===== config.mk =====
export PLATFORM = sky130hd
export DESIGN_NAME = button_press_decoder
export DESIGN_NICKNAME = d
export VERILOG_FILES = /design/src/rtl/btn_pkg.sv /design/src/rtl/sync_2ff.sv /design/src/rtl/button_press_decoder.sv
export SDC_FILE = /design/constraint.sdc
export NUM_CORES = 1
export LEC_CHECK = 0
export CAP_MARGIN = 20
export CELL_PAD_IN_SITES_DETAIL_PLACEMENT = 0
export CELL_PAD_IN_SITES_GLOBAL_PLACEMENT = 2
export CORE_MARGIN = 3
export CORE_UTILIZATION = 39
export DETAILED_ROUTE_END_ITERATION = 12
export GPL_TIMING_DRIVEN = 0
export PLACE_DENSITY_LB_ADDON = 0.1
export SLEW_MARGIN = 20
export SYNTH_ARGS = -nofsm -noshare
export SYNTH_HDL_FRONTEND = slang
export SYNTH_SLANG_ARGS = --single-unit
export TNS_END_PERCENT = 1

===== constraint.sdc =====
create_clock -name iCLK -period 2.62 [get_ports iCLK]
set_clock_uncertainty 0.15 [all_clocks]
set_input_delay 0.524 -clock iCLK [delete_from_list [all_inputs] [get_ports iCLK]]
set_output_delay 0.524 -clock iCLK [all_outputs]
set_load 0.03 [all_outputs]

===== src/rtl/btn_pkg.sv =====
// Shared definitions for the pushbutton decoder and related board-input logic.
package btn_pkg;

    typedef enum logic [1:0] {
        IDLE,
        DEB_DOWN,
        HELD,
        DEB_UP
    } btn_state_e;

    localparam int CLK_HZ = 50_000_000;

    function automatic int ms_to_cycles(input int ms);
        return (CLK_HZ / 1000) * ms;
    endfunction

endpackage


===== src/rtl/sync_2ff.sv =====
// Two-flop synchronizer for asynchronous board inputs, with a caller-chosen reset level.
module sync_2ff #(
    parameter int WIDTH = 1
) (
    input  logic             clk,
    input  logic             rst,
    input  logic [WIDTH-1:0] rst_val,
    input  logic [WIDTH-1:0] d,
    output logic [WIDTH-1:0] q
);

    logic [WIDTH-1:0] s1_q;
    logic [WIDTH-1:0] s2_q;

    always_ff @(posedge clk or posedge rst) begin
        if (rst) begin
            s1_q <= rst_val;
            s2_q <= rst_val;
        end else begin
            s1_q <= d;
            s2_q <= s1_q;
        end
    end

    assign q = s2_q;

endmodule


===== src/rtl/button_press_decoder.sv =====
// Debounces a raw pushbutton into a held level plus press, release and long-press pulses.
module button_press_decoder
    import btn_pkg::*;
#(
    parameter int DEBOUNCE_CYCLES = ms_to_cycles(20),
    parameter int LONG_CYCLES     = ms_to_cycles(1000),
    parameter bit BTN_ACTIVE      = 1'b1
) (
    input  logic       iCLK,
    input  logic       iRST,
    input  logic       iBTN,
    output logic       oPRESSED,
    output logic       oPRESS,
    output logic       oRELEASE,
    output logic       oLONG,
    output logic [7:0] oCOUNT
);

    localparam int DW = $clog2(DEBOUNCE_CYCLES);
    localparam int LW = $clog2(LONG_CYCLES);
    localparam logic [DW-1:0] DEB_LAST  = DW'(DEBOUNCE_CYCLES - 1);
    localparam logic [LW-1:0] LONG_LAST = LW'(LONG_CYCLES - 1);

    logic btn_s;
    logic p;

    sync_2ff #(.WIDTH(1)) u_sync (
        .clk    (iCLK),
        .rst    (iRST),
        .rst_val(~BTN_ACTIVE),
        .d      (iBTN),
        .q      (btn_s)
    );

    assign p = (btn_s == BTN_ACTIVE);

    btn_state_e    state_q, state_d;
    logic [DW-1:0] deb_cnt_q, deb_cnt_d;
    logic [LW-1:0] long_cnt_q, long_cnt_d;
    logic          long_flag_q, long_flag_d;
    logic          pressed_q, pressed_d;
    logic          press_q, press_d;
    logic          release_q, release_d;
    logic          long_q, long_d;
    logic [7:0]    count_q, count_d;

    always_comb begin
        state_d     = state_q;
        deb_cnt_d   = deb_cnt_q;
        long_cnt_d  = long_cnt_q;
        long_flag_d = long_flag_q;
        pressed_d   = pressed_q;
        count_d     = count_q;
        press_d     = 1'b0;
        release_d   = 1'b0;
        long_d      = 1'b0;

        case (state_q)
            IDLE: begin
                if (p) begin
                    state_d   = DEB_DOWN;
                    deb_cnt_d = '0;
                end
            end
            DEB_DOWN: begin
                if (!p) begin
                    state_d = IDLE;
                end else if (deb_cnt_q == DEB_LAST) begin
                    state_d     = HELD;
                    press_d     = 1'b1;
                    pressed_d   = 1'b1;
                    count_d     = count_q + 8'd1;
                    long_cnt_d  = '0;
                    long_flag_d = 1'b0;
                end else begin
                    deb_cnt_d = deb_cnt_q + DW'(1);
                end
            end
            HELD: begin
                if (!p) begin
                    state_d   = DEB_UP;
                    deb_cnt_d = '0;
                end else if (!long_flag_q) begin
                    // Saturate at the terminal value; the flag blocks further counting.
                    if (long_cnt_q == LONG_LAST) begin
                        long_d      = 1'b1;
                        long_flag_d = 1'b1;
                    end else begin
                        long_cnt_d = long_cnt_q + LW'(1);
                    end
                end
            end
            DEB_UP: begin
                // Release bounce returns to HELD with the long-press progress intact.
                if (p) begin
                    state_d = HELD;
                end else if (deb_cnt_q == DEB_LAST) begin
                    state_d   = IDLE;
                    release_d = 1'b1;
                    pressed_d = 1'b0;
                end else begin
                    deb_cnt_d = deb_cnt_q + DW'(1);
                end
            end
            default: state_d = IDLE;
        endcase
    end

    always_ff @(posedge iCLK or posedge iRST) begin
        if (iRST) begin
            state_q     <= IDLE;
            deb_cnt_q   <= '0;
            long_cnt_q  <= '0;
            long_flag_q <= 1'b0;
            pressed_q   <= 1'b0;
            press_q     <= 1'b0;
            release_q   <= 1'b0;
            long_q      <= 1'b0;
            count_q     <= 8'd0;
        end else begin
            state_q     <= state_d;
            deb_cnt_q   <= deb_cnt_d;
            long_cnt_q  <= long_cnt_d;
            long_flag_q <= long_flag_d;
            pressed_q   <= pressed_d;
            press_q     <= press_d;
            release_q   <= release_d;
            long_q      <= long_d;
            count_q     <= count_d;
        end
    end

    assign oPRESSED = pressed_q;
    assign oPRESS   = press_q;
    assign oRELEASE = release_q;
    assign oLONG    = long_q;
    assign oCOUNT   = count_q;

endmodule


==> out/results.ini, run 1 <==
[run_status]
status = completed

[critical_path]
cp_cell_sequence = ha_1 -> nand3_1 -> or4_4 -> nor3_4 -> buf_4 -> mux2_2
cp-end-kind = flip-flop
cpMaxStageDelayCell = or4_4
critPathRequiredTime_ns = 2.70
start_kind = flip-flop
reg2reg_from = deb_cnt_q[1]
r2r_cells = 6
arrival_ns = 2.56
cp_max_fo = 7
crit_cells = 6
crit_buf_inv = 1
cp_top_family = simple AND/OR/NAND/NOR gates
r2r_setup_slack_ns = 0.14
max_stage_delay_ns = 0.62
reg2reg_to = oCOUNT[1]
crit_type = flip-flop to flip-flop

[pwr]
p_per_area_nw_per_um2 = 488.5
p_leak_nw = 1.662
peakVddDrop_mv = 0.2348

[clock_network]
clock_latency_ns = 0.35
clk_pin_slew_worst_paths_ns = 0.08
cts_buffers = 9
cts_buffer_depth = 2
h-tree-depth = 3
clock_sinks = 63
cts_tree = done
cts_root_buf = clkbuf_8

[placed_design]
portBuffers = 14
dp_worst_setup_slack_ns = -0.05774
gp_congestion = 0.7736
place_hpwl_um = 5753

[sta]
rsz0062_at_grt = false
finalSetupTns_ns = 0
tightest_slew_ns = 0.6686
period_minus_slack_ns = 2.480
max-slew-margin-rel_pct = 55.27
report.final.slew_viol_count = 0
setup_viol = 0
fin_crit_sh_pct = 94.67
finalHoldViolCount = 0
fmax_mhz = 403.2
setup_ws_ns = 0.1396

[floorplan]
fp.dieH_um = 100.1
core_um2 = 8423
io_pins = 15
initial_core_util_pct = 41.00
dieArea_um2 = 10020
rows = 33
dieWidth_um = 100.1

[flow_run]
cap_violations = 0

[logic_synthesis]
synth_ff_type = dfrtp_1
async_flop_share_pct = 100.0
mappedNetlistArea_um2 = 3453
yosys.area.top_type = dfrtp_1
ys_types = 57
ys_seq_area_share_pct = 45.65
yosys-top-cells-count = dfrtp_1 (63), nand2_1 (35), nand3_1 (28)
yosysTopAreaCellShare_pct = 45.65
yosysWarningCount = 0
synth-edff-count = 0
ys_seq_elements = 63
synth_area_leaders = dfrtp_1 (46%), nand3_1 (4.1%), a31oi_1 (4.0%)
syn-instance-count = 363
synth_area_per_cell_um2 = 9.513
yosys.cell_count.top_type = dfrtp_1
syn_nets = 369

[drt]
num_vias = 2929
antenna_left = 0
viasPerCell = 5.858
wirelength_um = 8491
first_iter_violations = 84
drc = 0
first_pass_iters = 4
routedWlPerCell_um = 16.98

[cells_and_area]
drive_gt1_share_pct = 12.66
final_util_pct = 47.43
diodes = 0
nFillCells = 828
nNetsFinal = 397
syn_to_final_growth_pct = 15.69

[global_routing]
grtUsageTotal_pct = 18.06
grt_overflow = 0
grt_max_degree = 47
antenna_found_initial = 0
grt_pass1_vias = 2831
grt_pass1_wl_um = 14330

[worst_hold_path]
min_to = u_sync.q
worstHoldPathCells = 0
worstHoldStart = u_sync.s1_q
holdCritPathClass = flip-flop to flip-flop

[final cells by class]
type	count	area (µm²)	share of cell area, %
buffer	18	92.59	2.318
clock buffer	10	137.6	3.445
clock inverter	5	58.81	1.472
inverter	10	40.04	1.002
multi-input combinational	272	1774	44.41
sequential	63	1578	39.49
tap	105	131.4	3.288
timing repair buffer	17	182.7	4.572
[layout by cell type, fill, tap and decap left out, types with 4 or more instances in the layout]
cell type / synthesis / layout
xor2_1: 6 / 6
nor2_1: 21 / 20
nor3_1: 11 / 10
nor4_1: 6 / 6
and3_1: 13 / 13
or3_1: 4 / 4
xnor2_1: 13 / 12
clkbuf_1: 11 / 9
a21oi_1: 14 / 14
nand3_1: 28 / 26
clkbuf_8: 0 / 10
a22o_1: 4 / 4
nand2_1: 35 / 35
inv_1: 10 / 9
a31oi_1: 22 / 22
nand4_1: 12 / 12
o21ai_0: 13 / 13
nor4b_1: 4 / 4
clkdlybuf4s50_1: 0 / 14
a211o_1: 5 / 5
a41oi_1: 5 / 5
buf_4: 3 / 5
dfrtp_1: 63 / 62
[through the flow]
step           power, mW  cell area, µm²  hold WS (ns)  std cells
6_report           1.952            3995        0.2017        500
5_1_grt            2.031            3995        0.2139        500
4_1_cts            1.969            3971        0.2060        500
3_5_place_dp       1.107            3755        0.1879        483
3_3_place_gp       1.100            3725        0.1844        482
2_1_floorplan      1.073            3453        0.1812        363
[how the worst max path moves through the flow]
| stage | slack (ns) | endpoint | startpoint |
|---|---|---|---|
| 6_report | 0.14 | oCOUNT[1] | deb_cnt_q[1] |
| 4_1_cts | 0.01 | long_cnt_q[2] | deb_cnt_q[1] |
| 5_1_grt | 0.007 | oCOUNT[1] | deb_cnt_q[1] |
| 3_5_place_dp | -0.06 | long_cnt_q[22] | long_cnt_q[0] |
| 3_3_place_gp | -0.91 | oCOUNT[7] | iRST |
| 2_1_floorplan | 0.32 | long_cnt_q[22] | deb_cnt_q[0] |
[cells by family after synthesis]
group                      after synthesis  synth area share (%)
AOI/OAI and AO/OA                       84                 16.70
xor gates and xnor gates                19                 4.819
adders and majority gates                3                 1.087
buffers and inverters                   28                 3.696
DFF                                     63                 45.65
muxes                                    5                 1.558
and+or+nand+nor                        161                 26.49
[per-layer routing]
metal	GRT usage, %	routed length, µm
met1	24.89	4100
met2	28.17	3993
met3	2.710	236
met4	8.083	161
met5	0	0
[where the power goes]
part	internal, mW	total [mW]	switching [mW]
sequential	0.987	1.01	0.0200
clock	0.460	0.864	0.405
combinational	0.0272	0.0804	0.0531
[flip-flops by register name (all words and copies together) (netlist names), named ones only]
name,cells
state_q,1
oPRESSED,1
u_sync.s1_q,1
oLONG,1
oCOUNT,8
oRELEASE,1
oPRESS,1
u_sync.q,1
long_cnt_q,26
long_flag_q,1
deb_cnt_q,20
[what timing repair did]
item / CTS / global route
setup buffers: 2 / 0
hold buffers: 0 / 0
endpoints found under the setup margin: 5 / 31
pin swaps: 1 / 0
gates resized for setup: 1 / 9
Power figures use the tool's default switching activity.
==> run 2, diff against run 1 <==
--- a/config.mk
+++ b/config.mk
@@ -6,15 +6,12 @@
 export NUM_CORES = 1
 export LEC_CHECK = 0
 export CAP_MARGIN = 20
-export CELL_PAD_IN_SITES_DETAIL_PLACEMENT = 0
-export CELL_PAD_IN_SITES_GLOBAL_PLACEMENT = 2
-export CORE_MARGIN = 3
-export CORE_UTILIZATION = 39
 export DETAILED_ROUTE_END_ITERATION = 12
 export GPL_TIMING_DRIVEN = 0
-export PLACE_DENSITY_LB_ADDON = 0.1
+export SETUP_SLACK_MARGIN = 0.05
 export SLEW_MARGIN = 20
 export SYNTH_ARGS = -nofsm -noshare
 export SYNTH_HDL_FRONTEND = slang
+export SYNTH_HIERARCHICAL = 1
 export SYNTH_SLANG_ARGS = --single-unit
 export TNS_END_PERCENT = 1
==> out/results.ini, run 2 <==
[logic_synthesis]
synth-edff-count = 0
ys_seq_elements = 61
yosys-top-cells-count = dfrtp_1 (61), nor2_1 (40), nand2_1 (23)
yosysWarningCount = 0
ys_cells = 333
synth_area_leaders = dfrtp_1 (45%), xor2_1 (4.9%), nor2_1 (4.4%)
yosys.area.top_type = dfrtp_1
ys_seq_area_share_pct = 44.82
synth_ff_type = dfrtp_1
async_flop_share_pct = 100.0
yosys.cell_count.top_type = dfrtp_1
ys_area_um2 = 3406
ys_types = 56
yosysTopAreaCellShare_pct = 44.82

[run_status]
status = did not finish
stop_stage = 1_2_yosys
error = ERROR: Found 2 problems in 'check -assert'.

==> run 2: cells by family after synthesis <==
family	synth area share (%)
DFF	44.82
muxes	2.792
adders and majority gates	1.102
xor gates and xnor gates	8.964
and+or+nand+nor	26.08
other	0.1101
buffers and inverters	3.930
AOI/OAI and AO/OA	12.20
